`config.mk`:
```
export PLATFORM = sky130hd
export DESIGN_NAME = debounce_multi
export DESIGN_NICKNAME = d
export VERILOG_FILES = /design/src/rtl/debounce_multi.sv
export SDC_FILE = /design/constraint.sdc
export NUM_CORES = 1
export LEC_CHECK = 0
export BUFFER_PORTS_ARGS = -buffer_cell sky130_fd_sc_hd__buf_2
export CAP_MARGIN = 40
export CORE_UTILIZATION = 45
export CTS_BUF_LIST = sky130_fd_sc_hd__clkbuf_4
export DETAILED_ROUTE_END_ITERATION = 10
export PLACE_DENSITY_LB_ADDON = 0.05
export SYNTH_ARGS = -nofsm -noshare
export SYNTH_HDL_FRONTEND = slang
export SYNTH_SLANG_ARGS = --single-unit
```
`constraint.sdc`:
```
create_clock -name clock_in -period 2.9 [get_ports clock_in]
set_clock_uncertainty 0.2 [all_clocks]
set_input_delay 0.58 -clock clock_in [delete_from_list [all_inputs] [get_ports clock_in]]
set_output_delay 0.58 -clock clock_in [all_outputs]
set_load 0.02 [all_outputs]
```
`src/rtl/debounce_multi.sv`:
```
// debounce_multi: per-channel synchroniser, stability filter, edge strobes and auto-repeat
module debounce_multi #(
  parameter int   CHANNELS      = 4,
  parameter int   STABLE_CYCLES = 1000000,
  parameter logic RESET_LEVEL   = 1'b0,
  parameter int   REPEAT_DELAY  = 25000000,
  parameter int   REPEAT_PERIOD = 5000000
) (
  input  logic                clock_in,
  input  logic                reset_n_in,
  input  logic [CHANNELS-1:0] noisy_in,
  input  logic [CHANNELS-1:0] repeat_en_in,
  output logic [CHANNELS-1:0] clean_out,
  output logic [CHANNELS-1:0] rise_out,
  output logic [CHANNELS-1:0] fall_out,
  output logic [CHANNELS-1:0] repeat_out
);
  localparam int CW = $clog2(STABLE_CYCLES);
  localparam int RW = $clog2(REPEAT_DELAY > REPEAT_PERIOD ? REPEAT_DELAY : REPEAT_PERIOD);
  localparam logic [CW-1:0] CNT_MAX = CW'(STABLE_CYCLES - 1);
  // DELAY is entered one cycle after the enabling cycle, so its terminal count is one less
  localparam logic [RW-1:0] DLY_LAST = RW'(REPEAT_DELAY - 2);
  localparam logic [RW-1:0] PER_LAST = RW'(REPEAT_PERIOD - 1);
  typedef enum logic [1:0] {IDLE, DELAY, PERIOD} state_t;
  for (genvar g = 0; g < CHANNELS; g++) begin : g_ch
    logic          r_sync1, r_sync2, r_cand, r_clean, r_rise, r_fall, r_rep;
    logic [CW-1:0] r_cnt;
    logic [RW-1:0] r_rpt;
    state_t        r_state;
    logic          w_accept;
    assign w_accept = (r_sync2 == r_cand) && (r_cnt == CNT_MAX);
    always_ff @(posedge clock_in or negedge reset_n_in)
      if (!reset_n_in) begin
        r_sync1 <= RESET_LEVEL;
        r_sync2 <= RESET_LEVEL;
        r_cand  <= RESET_LEVEL;
        r_clean <= RESET_LEVEL;
        r_cnt   <= '0;
        r_rise  <= 1'b0;
        r_fall  <= 1'b0;
        r_rep   <= 1'b0;
        r_rpt   <= '0;
        r_state <= IDLE;
      end else begin
        r_sync1 <= noisy_in[g];
        r_sync2 <= r_sync1;
        r_cand  <= r_sync2;
        r_cnt   <= (r_sync2 != r_cand) ? '0 : (r_cnt == CNT_MAX ? r_cnt : r_cnt + 1'b1);
        if (w_accept) r_clean <= r_cand;
        r_rise  <= w_accept && r_cand && !r_clean;
        r_fall  <= w_accept && !r_cand && r_clean;
        r_rep   <= 1'b0;
        r_rpt   <= '0;
        if (!r_clean || !repeat_en_in[g]) r_state <= IDLE;
        else
          case (r_state)
            IDLE: r_state <= DELAY;
            DELAY:
              if (r_rpt == DLY_LAST) begin
                r_state <= PERIOD;
                r_rep   <= 1'b1;
              end else r_rpt <= r_rpt + 1'b1;
            default:
              if (r_rpt == PER_LAST) r_rep <= 1'b1;
              else r_rpt <= r_rpt + 1'b1;
          endcase
      end
    assign clean_out[g]  = r_clean;
    assign rise_out[g]   = r_rise;
    assign fall_out[g]   = r_fall;
    assign repeat_out[g] = r_rep;
  end
endmodule

```
After elaboration in Yosys (flattened, before gate mapping)
Cells that the tools add are included.

Bits in registers: 216. Output and inout bits: 16. Word-level logic and storage cells: 180.

Equal/unequal tests: 32. Reductions and logical operators: 48. Mux-type cells: 52. Add/sub/neg operators: 8.

Operators by type and width (count): $mux 25 (12); $pmux 25 s2 (4); $mux 20 (8); $add 25x1->25 const B (4); $eq 25x23->1 const B (4); $eq 25x25->1 const B (4); $add 20x1->20 const B (4); $eq 20x20->1 const B (4); $logic_and 1x1->1 (20); $mux 2 (8); $pmux 2 s2 (4); $logic_not 1->1 (12); $mux 1 (12); $ne 3x3->1 const B (4); $reduce_bool 3->1 (4); $eq 2x1->1 const B (4); $logic_not 2->1 (4); $ne 2x2->1 const B (4); $pmux 1 s2 (4); $reduce_and 2->1 (4); $eq 1x1->1 (4); $logic_or 1x1->1 (4); $ne 1x1->1 (4).

Longest topological paths before layout
Gate-level depths: netlist of run 1.

Word-level depth: 4. Gate-level depth with buffers: 8. Mapped depth without buffers: 7.

Worst setup path after synthesis of run 1
OpenSTA, ideal clock, no wires.

Kind: flip-flop to flip-flop. Start: reg g_ch[1].r_rpt[6]. End: reg g_ch[1].r_rpt[19]. Period minus slack after synthesis: 2.721 ns. Slack: 0.179 ns. Buffers on the path: 2. Cell stages (with the launch flop): 8. Arrival: 2.402 ns. Path through: dfrtp_1 or4b_1 or4_1 or4_1 or4b_1 buf_6 buf_8 nor2_1.

Word-level cells in the longest chain between the ends: 4. Elaborated cells on any way between the ends: 7. Classes of those cells: 1 x add/sub; 2 x eq/ne; 4 x mux.

Ends and longest elaborated chain: from (decl) (RTL line 28) `logic [RW-1:0] r_rpt;`; from (signal assigned) (RTL line 62) `end else r_rpt <= r_rpt + 1'b1;`; from (signal assigned) (RTL line 65) `else r_rpt <= r_rpt + 1'b1;`; $add 25x1->25 (tied with other cells) (RTL line 62, 65); $mux 25, on equally long branches (RTL line 64, 59); $pmux 25 s2 (*) (RTL line 56) `case (r_state)`; $mux 25 (*) (RTL line 54) `if (!r_clean || !repeat_en_in[g]) r_state <= IDLE;`.

Every way passes the cells marked *; elsewhere a longest branch is shown, timed or not. A chain may end at the register's enable or synchronous reset.

Worst setup path after layout of run 1
Start: reg g_ch[1].r_rpt[23]. End: reg g_ch[1].r_rpt[5].

Word-level cells in the longest chain between the ends: 4. Elaborated cells on any way between the ends: 6. Classes of those cells: 2 x eq/ne; 4 x mux.

Ends and longest elaborated chain (RTL line): $eq 25x23->1 / $eq 25x25->1 (equally long branches) (64, 59); $mux 25, on equally long branches (64, 59); $pmux 25 s2 (*) (56); $mux 25 (*) (54).

Marked as above.

==> results of run 1 <==
-- path summary, 6_finish.rpt --
path	endpoint	slack [ns]	cells after the start
max	g_ch[1].r_rpt[5]	0.15	6
max in group asynchronous	g_ch[2].r_rpt[9]	1.50	3
min in group asynchronous	g_ch[2].r_cnt[17]	0.25	2
min	g_ch[0].r_sync2	0.15	0
max reg2reg	g_ch[1].r_rpt[5]	0.15	6
min reg2reg	g_ch[0].r_sync2	0.15	0
-- power by group --
part,internal [mW],switching [mW],total [mW],leakage [nW]
Sequential,3.05,0.0458,3.09,2.98
Combinational,0.0614,0.127,0.188,1.37
Clock,1.43,1.20,2.63,0.428
Total,4.54,1.37,5.91,4.78
-- logic make-up after synthesis --
family	count (synthesis)	share of synthesized area, %
XOR/XNOR	146	12.2
AO/OA/AOI/OAI	73	4.38
multiplexers	2	0.191
AND/OR/NAND/NOR	557	27.0
buffers and inverters	63	3.17
adder cells (fa/ha/maj)	12	1.43
flip-flops	216	51.6
-- metal layers --
layer | share of wire, % | GRT usage, %
met4 | 1.7 | 6.22
met3 | 3.5 | 3.78
met5 | 0 | 0
met1 | 50 | 24.9
met2 | 45 | 28.6
-- cell type report --
type                       instances  area share, %
multi-input combinational        790           40.4
clock inverter                    19           1.08
inverter                          23          0.732
timing repair buffer              57           3.88
sequential                       216           45.8
antenna                            2         0.0424
tap                              285           3.02
clock buffer                      79           5.03
-- cells in the final DEF, fill, tap and decap left out, drive strengths merged, types with 8 or more instances in the layout --
cell         count
nor4b            8
clkinv          16
and4            13
a31oi            9
nand2           81
xor2            73
buf             49
dfrtp          216
nand4           43
and3            17
nor2           190
or3             12
nand3           68
nor4            27
nor3            40
clkbuf          79
a21oi           17
ha              12
o211ai           8
or4             16
o21ai           19
dlygate4sd3      8
inv             24
xnor2           73
-- state kept, by name, indices dropped and copies added, names as in the netlist --
register and count:
g_ch.r_rise 4, g_ch.r_cnt 80, g_ch.r_fall 4, g_ch.r_state 8
g_ch.r_cand 4, g_ch.r_rpt 100, g_ch.r_rep 4, g_ch.r_sync2 4
g_ch.r_clean 4, g_ch.r_sync1 4
-- stage by stage --
stage	power, mW	worst slack (ns)	cell area, um2
floorplan	3.22	0.179	10500
global placement	3.33	0.134	11000
detailed placement	3.34	0.105	11000
CTS	6.07	0.0939	11800
global route	6.25	0.0241	11800
finish	5.91	0.152	11800
-- worst max-delay path, cell delays in order (launching register included) --
cell and delay [ns]:
dfrtp_1 0.40, or4b_1 0.50, or4_1 0.55, or4_1 0.55, or4b_4 0.24, buf_4 0.15, nor2_1 0.06
-- what timing repair did --
action / 4_1_cts / 5_1_grt
hold buffers: 8 / 0
hold endpoints to repair: 76 / 0
gates resized for setup: 0 / 1
setup endpoints to repair: 0 / 1
==> results.toml, run 1 <==
[status]
outcome = "complete, no violations"

[floorplanning]
die-area_um2 = 23900
ios = 26
die_h_um = 155
initial_utilization_pct = 46.1
die_x_um = 155
fp-row-count = 55
core_um2 = 22700

[synth]
synth_cell_types = 50
synth-seq-area-share_pct = 51.6
synth_top_cell_area_share_pct = 51.6
syn_area_um2 = 10500
synth.avg_cell_area_um2 = 9.80
synth.most_common_cell = "dfrtp_1"
yosys-top-cells-count = "dfrtp_1, nor2_1, nand2_1"
synth_nets = 1091
yosys_most_used_dff = "dfrtp_1"
synth-seq-cells = 216
synth_top_cell_by_area = "dfrtp_1"
yosysWarnings = 0
synthTopCellsByArea = "dfrtp_1, nor2_1, xnor2_1, xor2_1, nand3_1"
async_flop_share_pct = 100
synth_edf_count = 0
postSynthCellCount = 1069

[route]
first_pass_iters = 4
routedWlPerCell_um = 13.8
routed_wl_um = 20300
vias_per_cell = 5.22
antenna_left = 0
drt_iter0_drc = 287
drc = 0
vias = 7682

[timing]
worst_pin_slew_ns = 0.725
setup_tns_ns = 0
rsz0062_at_grt = "false"
slew_headroom_pct = 51.5
finalHoldViolations = 0
timing.final.crit_period_ns = 2.75
slew_viol_final = 0
period_share_pct = 94.7
fin_hold_ws_ns = 0.148
fmax_mhz = 364
setup_viol = 0

[cells_and_area]
final_cells = 1471
regArea_um2 = 5410
utilization_pct = 52.0
final_nets = 1168
syn2layout_area_growth_pct = 12.7
multi_input_area_um2 = 4770
fillCellCount = 2105
drive_above_1_share_pct = 12.8

[setup_path]
start_kind = "register"
crit_required_ns = 3.23
arrival_ns = 3.08
endpoint_kind = "register"
crit_start = "g_ch[1].r_rpt[23]"
cp_max_fo = 8
r2r-start = "g_ch[1].r_rpt[23]"
critPathKind = "register to register"

[clock_tree]
numCtsBuffers = 58
clock-root-buffer = "clkbuf_4"
clk_latency_ns = 0.66
clkSlewWorstSetupHoldPaths_ns = 0.06
cts_setup_buffers = 0
max-clock-path-buffers = 3
cts_tree = "yes"
cts.sinks = 216
htreeDepth = 2

[global_routing]
grt_pass1_vias = 7709
grt-ovfl-total = 0
grt_antenna_before_repair = 1
grt_first_pass_wirelength_um = 36200
grt_max_degree = 68
gr-usage-all-layers_pct = 18.1

[power]
max-vdd-ir-drop_mv = 0.244
p_leak_nw = 4.78
power_density_nw_per_um2 = 501

[min_path]
hp-start = "g_ch[0].r_sync1"
holdCritPathClass = "register to register"

[placed_design]
gp_congestion = 0.790
dpl.cell_count = 1363
dpl.hpwl_um = 13300
portBuffers = 25

[job]
drv_cap = 0
(Power assumes the default switching activity.)
==> inputs of run 2 (changes only) <==
CTS_CLUSTER_DIAMETER = 150   (was default)
PLACE_DENSITY = 0.71   (was default)
PLACE_DENSITY_LB_ADDON = default   (was 0.05)
==> results.toml, run 2 (synthesized netlist as in run 1, its figures left out) <==
[status]
outcome = "complete, no violations"

[setup_path]
critPathKind = "register to register"
crit_required_ns = 3.21
cp_slowest_cell = "or4_1"
arrival_ns = 3.15
worst_path_dominant_cell_family = "simple AND/OR/NAND/NOR gates"
endpoint_kind = "register"
cp_cell_sequence = "or4b_1 > or4_1 > or4_1 > or4b_1 > buf_4 > nor2_1"
start_kind = "register"
cpPeakStageDelay_ns = 0.55
cp_max_fo = 11
path_buf_inv = 1

[route]
vias = 7858
antenna_left = 0
routedWlPerCell_um = 13.8
vias_per_cell = 5.35
drc = 0
first_pass_iters = 4
routed_wl_um = 20300
drt_iter0_drc = 411

[job]
drv_cap = 0

[cells_and_area]
fillCellCount = 2088
regMostFlops = "g_ch.r_rpt"
mostFrequentLayoutCells = "dfrtp_1, nor2_1, nand2_1"
final_cells = 1468
final_common_cell = "dfrtp_1"
largest_reg_flops = 100
utilization_pct = 51.7
final_nets = 1165
syn2layout_area_growth_pct = 12.1
drive_above_1_share_pct = 12.3
reg_top3 = "g_ch.r_rpt x100, g_ch.r_cnt x80, g_ch.r_state x8"
design_area_um2 = 11700

[floorplanning]
core_um2 = 22700
fp-row-count = 55
ios = 26
die_h_um = 155
die-area_um2 = 23900
initial_utilization_pct = 46.1
die_x_um = 155

[global_routing]
grt_max_degree = 68
grt_pass1_vias = 7881
grt-ovfl-total = 0
gr-usage-all-layers_pct = 17.7
grt_first_pass_wirelength_um = 35600
grt_antenna_before_repair = 1

[clock_tree]
numCtsBuffers = 56
htreeDepth = 2
max-clock-path-buffers = 3
cts.sinks = 216
clock-root-buffer = "clkbuf_4"
clk_latency_ns = 0.67
clkSlewWorstSetupHoldPaths_ns = 0.07
cts_setup_buffers = 0
cts_tree = "yes"

[timing]
worst_slack_ns = 0.0630
finalHoldViolations = 0
worst_pin_slew_ns = 0.780
setup_tns_ns = 0
rsz0062_at_grt = "true"
period_share_pct = 97.8
fmax_mhz = 352
slew_viol_final = 0
timing.final.crit_period_ns = 2.84
setup_viol = 0
fin_hold_ws_ns = 0.123
slew_headroom_pct = 47.9

[placed_design]
dpl.cell_count = 1362
dpl.hpwl_um = 13400
gp_congestion = 0.849
portBuffers = 25
dp_slack_ns = 0.0828
place_area_um2 = 11000

[min_path]
holdCritPathClass = "register to register"

[power]
power_density_nw_per_um2 = 494
max-vdd-ir-drop_mv = 0.271
p_leak_nw = 4.75
finalPower_mw = 5.80
==> run 2: cell count changes in the layout (fill, tap and decap cells not counted) <==
cell       previous run  this run
buf_4                19        17
buf_6                 0         1
bufinv_16             2         1
clkbuf_4             79        75
clkinv_1             13        17
diode_2               2         1
or4b_1                1         2
or4b_4                1         0
==> run 2: layout make-up <==
class                      count  area (um2)  area share, %
multi-input combinational    790        4770           40.6
clock buffer                  75         563           4.79
tap                          285         357           3.04
clock inverter                22         113          0.959
sequential                   216        5410           46.0
timing repair buffer          56         454           3.87
inverter                      23        86.3          0.735
antenna                        1        2.50         0.0213
==> run 2: worst paths after layout <==
check | start | endpoint | slack, ns | depth (start not counted)
worst max-delay path | g_ch[1].r_rpt[23] | g_ch[1].r_rpt[15] | 0.06 | 6
max in group asynchronous | reset_n_in | g_ch[0].r_cnt[13] | 1.52 | 3
worst max register to register | g_ch[1].r_rpt[23] | g_ch[1].r_rpt[15] | 0.06 | 6
worst min-delay path | g_ch[1].r_sync1 | g_ch[1].r_sync2 | 0.12 | 0
worst min register to register | g_ch[1].r_sync1 | g_ch[1].r_sync2 | 0.12 | 0
min in group asynchronous | reset_n_in | g_ch[3].r_rpt[13] | 0.26 | 2
==> run 2: repair_timing <==
item / 4_1_cts / 5_1_grt
setup endpoints to repair: 0 / 7
resized for setup: 0 / 1
hold endpoints to repair: 75 / 0
hold buffers: 8 / 0
==> run 2: per-layer routing <==
layer | wire length, um | vias up | track usage, % | share of wire (%)
met5 | 0 | - | 0 | 0
met4 | 378 | 0 | 5.99 | 1.9
li1 | - | 3909 | - | -
met2 | 9610 | 111 | 29.3 | 47
met3 | 745 | 42 | 3.78 | 3.7
met1 | 9560 | 3796 | 23.2 | 47
==> run 2: where the power goes <==
group	switching, mW	leakage (nW)	total (mW)	internal, mW
combinational	0.130	1.36	0.194	0.0640
clock	1.23	0.402	2.51	1.29
sequential	0.0461	2.98	3.09	3.05
